File: config.mk
export PLATFORM = sky130hd
export DESIGN_NAME = ibex_rf_msg_loader
export DESIGN_NICKNAME = d
export VERILOG_FILES = /design/src/rtl/ibex_rf_msg_loader.sv
export SDC_FILE = /design/constraint.sdc
export NUM_CORES = 1
export LEC_CHECK = 0
export ABC_CLOCK_PERIOD_IN_PS = 7860
export CELL_PAD_IN_SITES_DETAIL_PLACEMENT = 1
export CELL_PAD_IN_SITES_GLOBAL_PLACEMENT = 2
export CORE_UTILIZATION = 31
export CTS_BUF_LIST = sky130_fd_sc_hd__clkbuf_8 sky130_fd_sc_hd__clkbuf_16
export CTS_CLUSTER_SIZE = 14
export DETAILED_ROUTE_END_ITERATION = 16
export PLACE_DENSITY = 0.86
export SYNTH_ARGS = -nofsm -noshare
export SYNTH_HDL_FRONTEND = slang
export SYNTH_SLANG_ARGS = --single-unit
export TNS_END_PERCENT = 5
File: constraint.sdc
create_clock -name clk_i -period 7.86 [get_ports clk_i]
set_input_delay 2.358 -clock clk_i [delete_from_list [all_inputs] [get_ports clk_i]]
set_output_delay 2.358 -clock clk_i [all_outputs]
set_load 0.005 [all_outputs]
File: src/rtl/ibex_rf_msg_loader.sv
// Message-input sequencer for the flip-flop register file: collects 1-4 words,
// checks legality and issues one atomic multi-register write, holding off core write-back collisions.
module ibex_rf_msg_loader #(
    parameter bit          RV32E     = 1'b0,
    parameter int unsigned DataWidth = 32
) (
    input  logic                 clk_i,
    input  logic                 rst_ni,
    input  logic                 req_valid_i,
    output logic                 req_ready_o,
    input  logic [4:0]           req_base_i,
    input  logic                 word_valid_i,
    output logic                 word_ready_o,
    input  logic [DataWidth-1:0] word_data_i,
    input  logic                 word_last_i,
    input  logic                 core_we_i,
    input  logic [4:0]           core_waddr_i,
    output logic                 rf_input_valid_o,
    output logic [4:0]           rf_input_addr_o,
    output logic [1:0]           rf_len_o,
    output logic [DataWidth-1:0] rf_input_data_o,
    output logic [DataWidth-1:0] rf_msg1_o,
    output logic [DataWidth-1:0] rf_msg2_o,
    output logic [DataWidth-1:0] rf_msg3_o,
    output logic                 stall_req_o,
    output logic                 done_o,
    output logic                 err_o,
    output logic                 busy_o
);

    localparam logic [5:0] MaxAddr = RV32E ? 6'd15 : 6'd31;

    typedef enum logic [1:0] {
        IDLE,
        COLLECT,
        DRAIN,
        ISSUE
    } state_e;

    state_e               state;
    logic [4:0]           base;
    logic [1:0]           cnt;
    logic [1:0]           len;
    logic                 ovf;
    logic [DataWidth-1:0] msg_buf [4];

    logic       in_issue;
    logic [5:0] end_addr;
    logic       illegal;
    logic       conflict;

    // Range arithmetic is done in 6 bits so base+len can never wrap past x31.
    assign in_issue = (state == ISSUE);
    assign end_addr = {1'b0, base} + {4'b0, len};
    assign illegal  = ovf || (base == 5'd0) || (end_addr > MaxAddr);
    assign conflict = core_we_i
                      && ({1'b0, core_waddr_i} >= {1'b0, base})
                      && ({1'b0, core_waddr_i} <= end_addr);

    // The issue decision depends on the core's same-cycle write, so these are not registered.
    assign rf_input_valid_o = in_issue && !illegal && !conflict;
    assign done_o           = in_issue && !illegal && !conflict;
    assign err_o            = in_issue && illegal;
    assign stall_req_o      = in_issue && !illegal && conflict;

    assign req_ready_o  = (state == IDLE);
    assign word_ready_o = (state == COLLECT) || (state == DRAIN);
    assign busy_o       = (state != IDLE);

    assign rf_input_addr_o = in_issue ? base : 5'd0;
    assign rf_len_o        = in_issue ? len  : 2'd0;
    assign rf_input_data_o = msg_buf[0];
    assign rf_msg1_o       = msg_buf[1];
    assign rf_msg2_o       = msg_buf[2];
    assign rf_msg3_o       = msg_buf[3];

    // NOTE: the word buffer is reset like any other state because its contents drive outputs directly.
    always_ff @(posedge clk_i or negedge rst_ni) begin
        if (!rst_ni) begin
            state <= IDLE;
            base  <= 5'd0;
            cnt   <= 2'd0;
            len   <= 2'd0;
            ovf   <= 1'b0;
            for (int i = 0; i < 4; i++) msg_buf[i] <= '0;
        end else begin
            case (state)
                IDLE: begin
                    if (req_valid_i) begin
                        base  <= req_base_i;
                        cnt   <= 2'd0;
                        len   <= 2'd0;
                        ovf   <= 1'b0;
                        for (int i = 0; i < 4; i++) msg_buf[i] <= '0;
                        state <= COLLECT;
                    end
                end
                COLLECT: begin
                    if (word_valid_i) begin
                        msg_buf[cnt] <= word_data_i;
                        len          <= cnt;
                        if (cnt != 2'd3) cnt <= cnt + 2'd1;
                        if (word_last_i) begin
                            state <= ISSUE;
                        end else if (cnt == 2'd3) begin
                            ovf   <= 1'b1;
                            state <= DRAIN;
                        end
                    end
                end
                DRAIN: begin
                    if (word_valid_i && word_last_i) state <= ISSUE;
                end
                ISSUE: begin
                    if (illegal || !conflict) state <= IDLE;
                end
                default: state <= IDLE;
            endcase
        end
    end

endmodule

==> results of run 1 <==
cells by family after synthesis:
family	Yosys count
buffers and inverters	52
adders and majority gates	21
AOI/OAI and AO/OA	92
xor gates and xnor gates	3
and+or+nand+nor	235
DFF	140
muxes	7
cells in the mapped netlist (2+ instances only):
cell type,instances
and3_1,2
xnor2_1,2
ha_1,20
buf_2,9
mux2_2,5
o21ai_0,3
o21a_1,2
a21oi_1,6
nor2b_1,3
nand2_1,140
dfrtp_1,140
buf_1,4
a21o_1,5
nor2_1,3
inv_1,14
and2_1,10
nand3_1,66
clkbuf_1,24
a22o_1,65
path summary, 6_finish.rpt:
path	to	start	slack [ns]
max	rf_input_valid_o	core_waddr_i[3]	0.94
min	rf_input_data_o[13]$_DFFE_PN0P_	rf_input_data_o[13]$_DFFE_PN0P_	0.47
max reg2reg	state[1]$_DFFE_PN0P_	base[0]$_DFFE_PN0P_	4.78
min reg2reg	rf_input_data_o[13]$_DFFE_PN0P_	rf_input_data_o[13]$_DFFE_PN0P_	0.47
max in group asynchronous	rf_msg3_o[13]$_DFFE_PN0P_	rst_ni	4.65
min in group asynchronous	rf_msg2_o[6]$_DFFE_PN0P_	rst_ni	2.03
metal layers:
| metal | track usage [%] | up-vias | wire (um) |
|---|---|---|---|
| met5 | 0 | - | 0 |
| met4 | 5.09 | 0 | 159 |
| met3 | 5.40 | 11 | 1010 |
| met2 | 36.8 | 127 | 10100 |
| met1 | 26.7 | 2574 | 8650 |
| li1 | - | 2251 | - |
state kept, by name (all words and copies together), names as in the netlist:
| signal | cells |
|---|---|
| base | 5 |
| cnt | 2 |
| len | 2 |
| ovf | 1 |
| rf_input_data_o | 32 |
| rf_msg1_o | 32 |
| rf_msg2_o | 32 |
| rf_msg3_o | 32 |
| state | 2 |
through the flow:
stage / hold WS, ns / total power (W) / setup WS (ns) / instance area [um2]
6_report: 0.465 / 0.00321 / 0.939 / 8670
5_1_grt: 0.496 / 0.00341 / 0.839 / 8670
4_1_cts: 0.469 / 0.00325 / 0.920 / 8670
3_5_place_dp: 0.456 / 0.00237 / 0.934 / 8030
3_3_place_gp: 0.450 / 0.00230 / 1.01 / 8030
2_1_floorplan: 0.463 / 0.00165 / 1.90 / 5930
where the power goes:
group	total (W)	leakage (nW)	switching (W)	internal, W
combinational	0.00128	1.91	0.000673	0.000605
clock	0.000869	0.307	0.000331	0.000538
sequential	0.00107	1.91	0.000147	0.000919
critical path, stage by stage:
cell and delay, ns:
clkdlybuf4s50_1 0.45, ha_1 0.33, and3_1 0.19, a32oi_1 0.21
a21boi_4 0.24, nor2_1 0.06, a21oi_1 0.20, clkdlybuf4s50_1 0.53
area by class of cell:
| type | count | area, um2 |
|---|---|---|
| tap | 234 | 293 |
| fill | 1992 | 10000 |
| sequential | 140 | 3500 |
| inverter | 14 | 52.6 |
| multi-input combinational | 358 | 2220 |
| timing repair buffer | 198 | 1960 |
| clock buffer | 17 | 425 |
| clock inverter | 14 | 209 |
==> impl_metrics.toml, run 1 <==
[status]
status = "complete, no violations"

[yosys]
synth_xor_area_share_pct = 0.443
synth_edf_count = 0
syn_area_um2 = 5930
seq_area_frac_synth_pct = 59.1
synth.top_cell.area_share_pct = 59.1
synth_compound_area_share_pct = 13.2
synthCells = 550
ys_types = 46
ys_warn_count = 0
ys_ff_latch = 140
synthFlopType = "dfrtp_1"
async_flop_share_pct = 100
avgSynthCellArea_um2 = 10.8
synth_top_family_by_area = "simple AND/OR/NAND/NOR gates"
synth_top_cell_by_area = "dfrtp_1"
synthAdderAreaFrac_pct = 4.56
synth_nets = 619
yosys.area_share.simple_pct = 17.8
synthMuxAreaShare_pct = 1.37
synthTopCellsByArea = "dfrtp_1 (59%), a22o_1 (9.6%), nand2_1 (8.9%)"

[placed_design]
dpl.hpwl_um = 13800
portBuffers = 189
gp_congestion = 0.834
dp_cells = 944

[route]
drtAntennaViolNets = 0
drt_pass1_iterations = 4
via_per_inst = 5.09
drtIter0Drc = 233
drcViolationCount = 0
vias = 4963
wl_per_cell_um = 20.4
routed_wl_um = 19900

[finish]
final_common_cell = "clkdlybuf4s50_1"
utilization_pct = 46.3
layout_common_cells = "clkdlybuf4s50_1 (188), nand2_1 (140), dfrtp_1 (140)"
layout.nets = 798
layout-drive-gt1-share_pct = 8.10
layout.cells.non_filler = 975
diodes = 0
area_delta_synth_final_pct = 46.3

[global_route]
grt_use_total_pct = 21.3
grt_max_degree = 94
grt_pass1_wl_um = 32100
grt_overflow = 0
antenna_found_initial = 0
first_global_vias = 5558

[power]
power_density_nw_per_um2 = 371
p_leak_nw = 4.12
ir_drop_uv = 172

[sta]
rsz0062_at_grt = "false"
timing.final.crit_share_pct = 88.1
slew_violations = 0
fin_crit_ns = 6.92
fin_worst_skew_ns = 0.00762
relSlewSlack_pct = 33.6
final.setup.tns_ns = 0
hold_violations = 0
fmax_mhz = 144
setup_viol = 0
worst_slew_pin_slew_ns = 0.994

[floorplanning]
die_w_um = 140
start_util_pct = 31.7
dieArea_um2 = 19700
core_area_um2 = 18700
die_h_um = 140
ios = 190
num_rows = 50

[setup_path]
criticalPathCategory = "input pin to primary output"
cp_data_required_time_ns = 5.50
cp-end-kind = "primary output"
path_max_fanout = 2
worstRegToRegCells = 12
crit_arrival_ns = 4.56
crit_path_start_kind = "input pin"

[clock_network]
clkSinkCount = 140
cts_max_level = 4
cts-root-buf = "clkbuf_16"
cts_made_buffers = 17
clkLatencyLatePin_ns = 0.41
hold_buffers = 0
cts_buffer_depth = 2
cts_resized = 0
cts_setup_buffers = 0
clk_pin_slew_ns = 0.06
cts_tree = "yes"

[job]
max_cap_violations = 0

[min_path]
hp-class = "flip-flop to flip-flop"
hold_depth = 2
Power figures use the tool's default switching activity.
==> run 2, diff against run 1 <==
- CELL_PAD_IN_SITES_DETAIL_PLACEMENT: 1 -> default
- CELL_PAD_IN_SITES_GLOBAL_PLACEMENT: 2 -> default
- CORE_UTILIZATION: 31 -> 50
- CTS_CLUSTER_DIAMETER: default -> 60
==> impl_metrics.toml, run 2 (synthesis results as in run 1) <==
[floorplanning]
die_w_um = 111
ios = 190
start_util_pct = 51.7
core_area_um2 = 11500
dieArea_um2 = 12300
die_h_um = 111
num_rows = 39

[finish]
layout-drive-gt1-share_pct = 7.72
layout_common_cells = "clkdlybuf4s50_1 (188), nand2_1 (140), dfrtp_1 (140)"
nFillCells = 767
final_common_cell = "clkdlybuf4s50_1"
fin_area_um2 = 8480
utilization_pct = 74.0
area_delta_synth_final_pct = 43.1
layout.nets = 794
diodes = 0
layout.cells.non_filler = 881

[route]
drtIter0Drc = 430
drtAntennaViolNets = 0
routed_wl_um = 17100
drt_pass1_iterations = 5
wl_per_cell_um = 19.4
vias = 5052
drcViolationCount = 0
via_per_inst = 5.73

[power]
p_int_w = 0.00198
p_seq_share_pct = 34.4
swShare_pct = 35.5
power_frac_comb_pct = 39.7
p_leak_nw = 4.08
power_density_nw_per_um2 = 362
ir_drop_uv = 268
clkPwrFrac_pct = 26.0
switchingPower_w = 0.00109

[sta]
timing.final.crit_share_pct = 87.2
setup_viol = 0
worst_slew_pin_slew_ns = 1.34
rsz0062_at_grt = "false"
slew_violations = 0
relSlewSlack_pct = 10.4
fmax_mhz = 146
fin_worst_skew_ns = 0.00753
fin_crit_ns = 6.85
final.setup.tns_ns = 0
hold_violations = 0

[setup_path]
path_common_cell = "clkdlybuf4s50_1"
cp_data_required_time_ns = 5.50
reg2reg_from = "len[0]$_DFFE_PN0P_"
path_cells = "clkdlybuf4s50_1 -> ha_1 -> and3_1 -> a32oi_1 -> a21boi_4 -> nor2_1 -> a21oi_1 -> clkdlybuf4s50_1"
path_max_fanout = 2
startpoint = "core_waddr_i[3]"
crit_arrival_ns = 4.50
criticalPathCategory = "input pin to primary output"
crit_path_start_kind = "input pin"
slowest_stage = "clkdlybuf4s50_1"
cp-end-kind = "primary output"
critPathTopFamily = "buffers and inverters"
cp_num_buf_inv = 2
slowest_delay_ns = 0.52

[global_route]
grt_max_degree = 82
grt_use_total_pct = 28.8
grt_overflow = 0
antenna_found_initial = 0
grt_pass1_wl_um = 27400
first_global_vias = 5246

[placed_design]
dpl.hpwl_um = 11200
portBuffers = 189
dp_cells = 849
placed_area_um2 = 7890
gp_congestion = 0.867

[clock_network]
cts_made_buffers = 17
cts_resized = 0
cts_tree = "yes"
cts-root-buf = "clkbuf_16"
clkLatencyLatePin_ns = 0.42
hold_buffers = 0
clkSinkCount = 140
clk_pin_slew_ns = 0.06
cts_max_level = 4
cts_setup_buffers = 0
cts_buffer_depth = 2

[job]
max_cap_violations = 0

[status]
status = "complete, no violations"

[min_path]
hp-start = "rf_input_data_o[26]$_DFFE_PN0P_"
hp-class = "flip-flop to flip-flop"
[run 2: cell types whose count changed in the layout (fill, tap and decap cells not counted)]
| cell | delta |
|---|---|
| buf_4 | -4 |
| clkinv_4 | -4 |
| bufinv_16 | -2 |
| clkbuf_8 | +2 |
| clkinv_2 | +3 |
| inv_8 | -1 |
| inv_6 | -1 |
| clkinvlp_4 | +4 |
[run 2: worst reg2reg max path: stages (launching register included)]
cell and delay [ns]:
dfrtp_1 0.41, ha_1 0.19, inv_1 0.06, fa_1 0.40
nor3_1 0.19, xnor2_1 0.15, ha_1 0.26, and3_1 0.17
a32oi_1 0.19, a21boi_4 0.23, nor3_4 0.07, nor3_2 0.25
mux2_4 0.32
[run 2: area by class of cell]
cell class | count | area, um2 | share of cell area, %
multi-input cells | 358 | 2220 | 26.2
clock inverters | 13 | 139 | 1.64
well taps | 143 | 179 | 2.11
repair buffers | 194 | 1930 | 22.8
inverters | 14 | 52.6 | 0.620
flip-flops and latches | 140 | 3500 | 41.3
clock buffers | 19 | 453 | 5.34
[run 2: final timing paths]
kind | cells past startpoint | endpoint | slack [ns]
setup / recovery | 8 | rf_input_valid_o | 1.01
hold / removal | 2 | rf_input_data_o[26]$_DFFE_PN0P_ | 0.46
setup reg to reg | 12 | state[1]$_DFFE_PN0P_ | 4.84
hold reg to reg | 2 | rf_input_data_o[26]$_DFFE_PN0P_ | 0.46
max in group asynchronous | 2 | rf_msg1_o[7]$_DFFE_PN0P_ | 4.55
min in group asynchronous | 1 | rf_input_data_o[8]$_DFFE_PN0P_ | 1.89
[run 2: power by group through the flow]
stage,clock network (W),logic (W),registers [W]
floorplan,0,0.000587,0.00106
global placement,0,0.00115,0.00105
detailed placement,0,0.00120,0.00106
CTS,0.000807,0.00122,0.00105
global route,0.000839,0.00131,0.00107
finish,0.000797,0.00122,0.00105
[run 2: per-layer routing]
metal,vias up,global-route usage (%),wire length (um)
met5,-,0,0
met4,0,12.3,399
met3,39,9.62,1340
met2,233,48.1,8580
met1,2530,34.0,6770
li1,2250,-,-
[run 2: metrics by stage]
stage	hold slack, ns	setup WS, ns	power [W]
global route	0.493	0.890	0.00323
CTS	0.469	0.997	0.00308
detailed placement	0.456	1.01	0.00226
finish	0.462	1.01	0.00307
floorplan	0.463	1.90	0.00165
global placement	0.450	1.04	0.00220
==> run 3, diff against run 2 <==
- ABC_CLOCK_PERIOD_IN_PS: 7860 -> 6500
- CORE_UTILIZATION: 50 -> 46
- PLACE_DENSITY: 0.86 -> 0.8
- clock period: 7.86 -> 6.5 ns (I/O delays scaled with it)
==> impl_metrics.toml, run 3 (synthesis results as in run 1) <==
[global_route]
grt_pass1_wl_um = 25900
grt_use_total_pct = 25.9
grt_max_degree = 75
grt_overflow = 0
antenna_found_initial = 0
first_global_vias = 4958

[clock_network]
hold_buffers = 0
cts-root-buf = "clkbuf_16"
cts_tree = "yes"
cts_setup_buffers = 0
clk_pin_slew_ns = 0.06
clkSinkCount = 140
cts_made_buffers = 17
cts_resized = 0
cts_max_level = 4
cts_buffer_depth = 2
clkLatencyLatePin_ns = 0.42

[placed_design]
gp_congestion = 0.834
dpl.hpwl_um = 11100
dp_cells = 878
dp_slack_ns = 0.364
portBuffers = 189

[setup_path]
slowest_delay_ns = 0.53
slowest_stage = "clkdlybuf4s50_1"
cp_data_required_time_ns = 4.55
crit_path_start_kind = "input pin"
startpoint = "core_waddr_i[3]"
criticalPathCategory = "input pin to primary output"
path_common_cell = "clkdlybuf4s50_1"
path_max_fanout = 2
path_cells = "clkdlybuf4s50_1 -> ha_1 -> and3_1 -> a32oi_1 -> a21boi_4 -> nor2_1 -> a21oi_1 -> clkdlybuf4s50_1"
crit_arrival_ns = 4.19
cp-end-kind = "primary output"
reg2reg_from = "len[0]$_DFFE_PN0P_"

[route]
drcViolationCount = 0
wl_per_cell_um = 18.5
routed_wl_um = 16800
drtAntennaViolNets = 0
via_per_inst = 5.51
vias = 5018
drtIter0Drc = 298
drt_pass1_iterations = 5

[finish]
diodes = 0
layout-drive-gt1-share_pct = 7.59
layout.cells.non_filler = 910
layout.nets = 794
final_common_cell = "clkdlybuf4s50_1"
area_delta_synth_final_pct = 44.9
layout_common_cells = "clkdlybuf4s50_1 (188), nand2_1 (140), dfrtp_1 (140)"

[sta]
slew_violations = 0
rsz0062_at_grt = "false"
fin_crit_ns = 6.14
final.setup.tns_ns = 0
fmax_mhz = 163
relSlewSlack_pct = 17.7
setup_viol = 0
fin_worst_skew_ns = 0.00867
hold_slack_ns = 0.469
setup_ws_ns = 0.356
timing.final.crit_share_pct = 94.5
worst_slew_pin_slew_ns = 1.24
hold_violations = 0

[status]
status = "complete, no violations"

[floorplanning]
dieArea_um2 = 13300
num_rows = 41
ios = 190
die_w_um = 116
core_area_um2 = 12600
die_h_um = 116
start_util_pct = 47.2

[power]
power_density_nw_per_um2 = 442
power_w = 0.00380
p_leak_nw = 4.12
ir_drop_uv = 256

[min_path]
hp-class = "flip-flop to flip-flop"
hp-start = "rf_input_data_o[1]$_DFFE_PN0P_"

[job]
max_cap_violations = 0
[run 3: layer usage]
layer | GRT usage [%] | share of wire [%] | up-vias | routed length, um
met2 | 41.2 | 48 | 233 | 8130
met4 | 8.83 | 1.5 | 0 | 254
met1 | 33.1 | 41 | 2512 | 6940
met5 | 0 | 0 | - | 0
met3 | 9.26 | 8.9 | 23 | 1510
li1 | - | - | 2250 | -
[run 3: layout make-up]
cell class | instances | area [um2]
Fill cell | 958 | 3980
Sequential cell | 140 | 3500
Multi-Input combinational cell | 358 | 2220
Timing Repair Buffer | 194 | 1930
Clock buffer | 20 | 467
Tap cell | 172 | 215
Clock inverter | 12 | 193
Inverter | 14 | 52.6
[run 3: path summary, 6_finish.rpt]
path                       cells after the start                              to  slack (ns)
setup reg to reg                              12            state[1]$_DFFE_PN0P_        3.32
hold / removal                                 2  rf_input_data_o[1]$_DFFE_PN0P_        0.47
hold reg to reg                                2  rf_input_data_o[1]$_DFFE_PN0P_        0.47
setup / recovery                               8                rf_input_valid_o        0.36
min in group asynchronous                      1        rf_msg2_o[9]$_DFFE_PN0P_        1.55
max in group asynchronous                      2       rf_msg2_o[13]$_DFFE_PN0P_        3.63
[run 3: where the power goes]
part | internal, W | leakage, nW | total, W | switching [W]
clock network | 0.000708 | 0.323 | 0.00107 | 0.000358
registers | 0.00111 | 1.91 | 0.00127 | 0.000166
logic | 0.000699 | 1.89 | 0.00146 | 0.000761
total | 0.00251 | 4.12 | 0.00380 | 0.00128
[run 3: worst max-delay path: cells and delay by family]
family                     cells  cell delay, ns
AOI/OAI and AO/OA              3            0.67
adders and majority gates      1            0.34
buffers and inverters          2            0.97
and+or+nand+nor                2            0.27
[run 3: through the flow]
stage                     utilization, %  instance area (um2)
final                               68.3                 8590
after global routing                68.3                 8590
after CTS                           68.3                 8590
after detailed placement            63.1                 7930
after global placement              63.1                 7930
after floorplan                        -                 5930
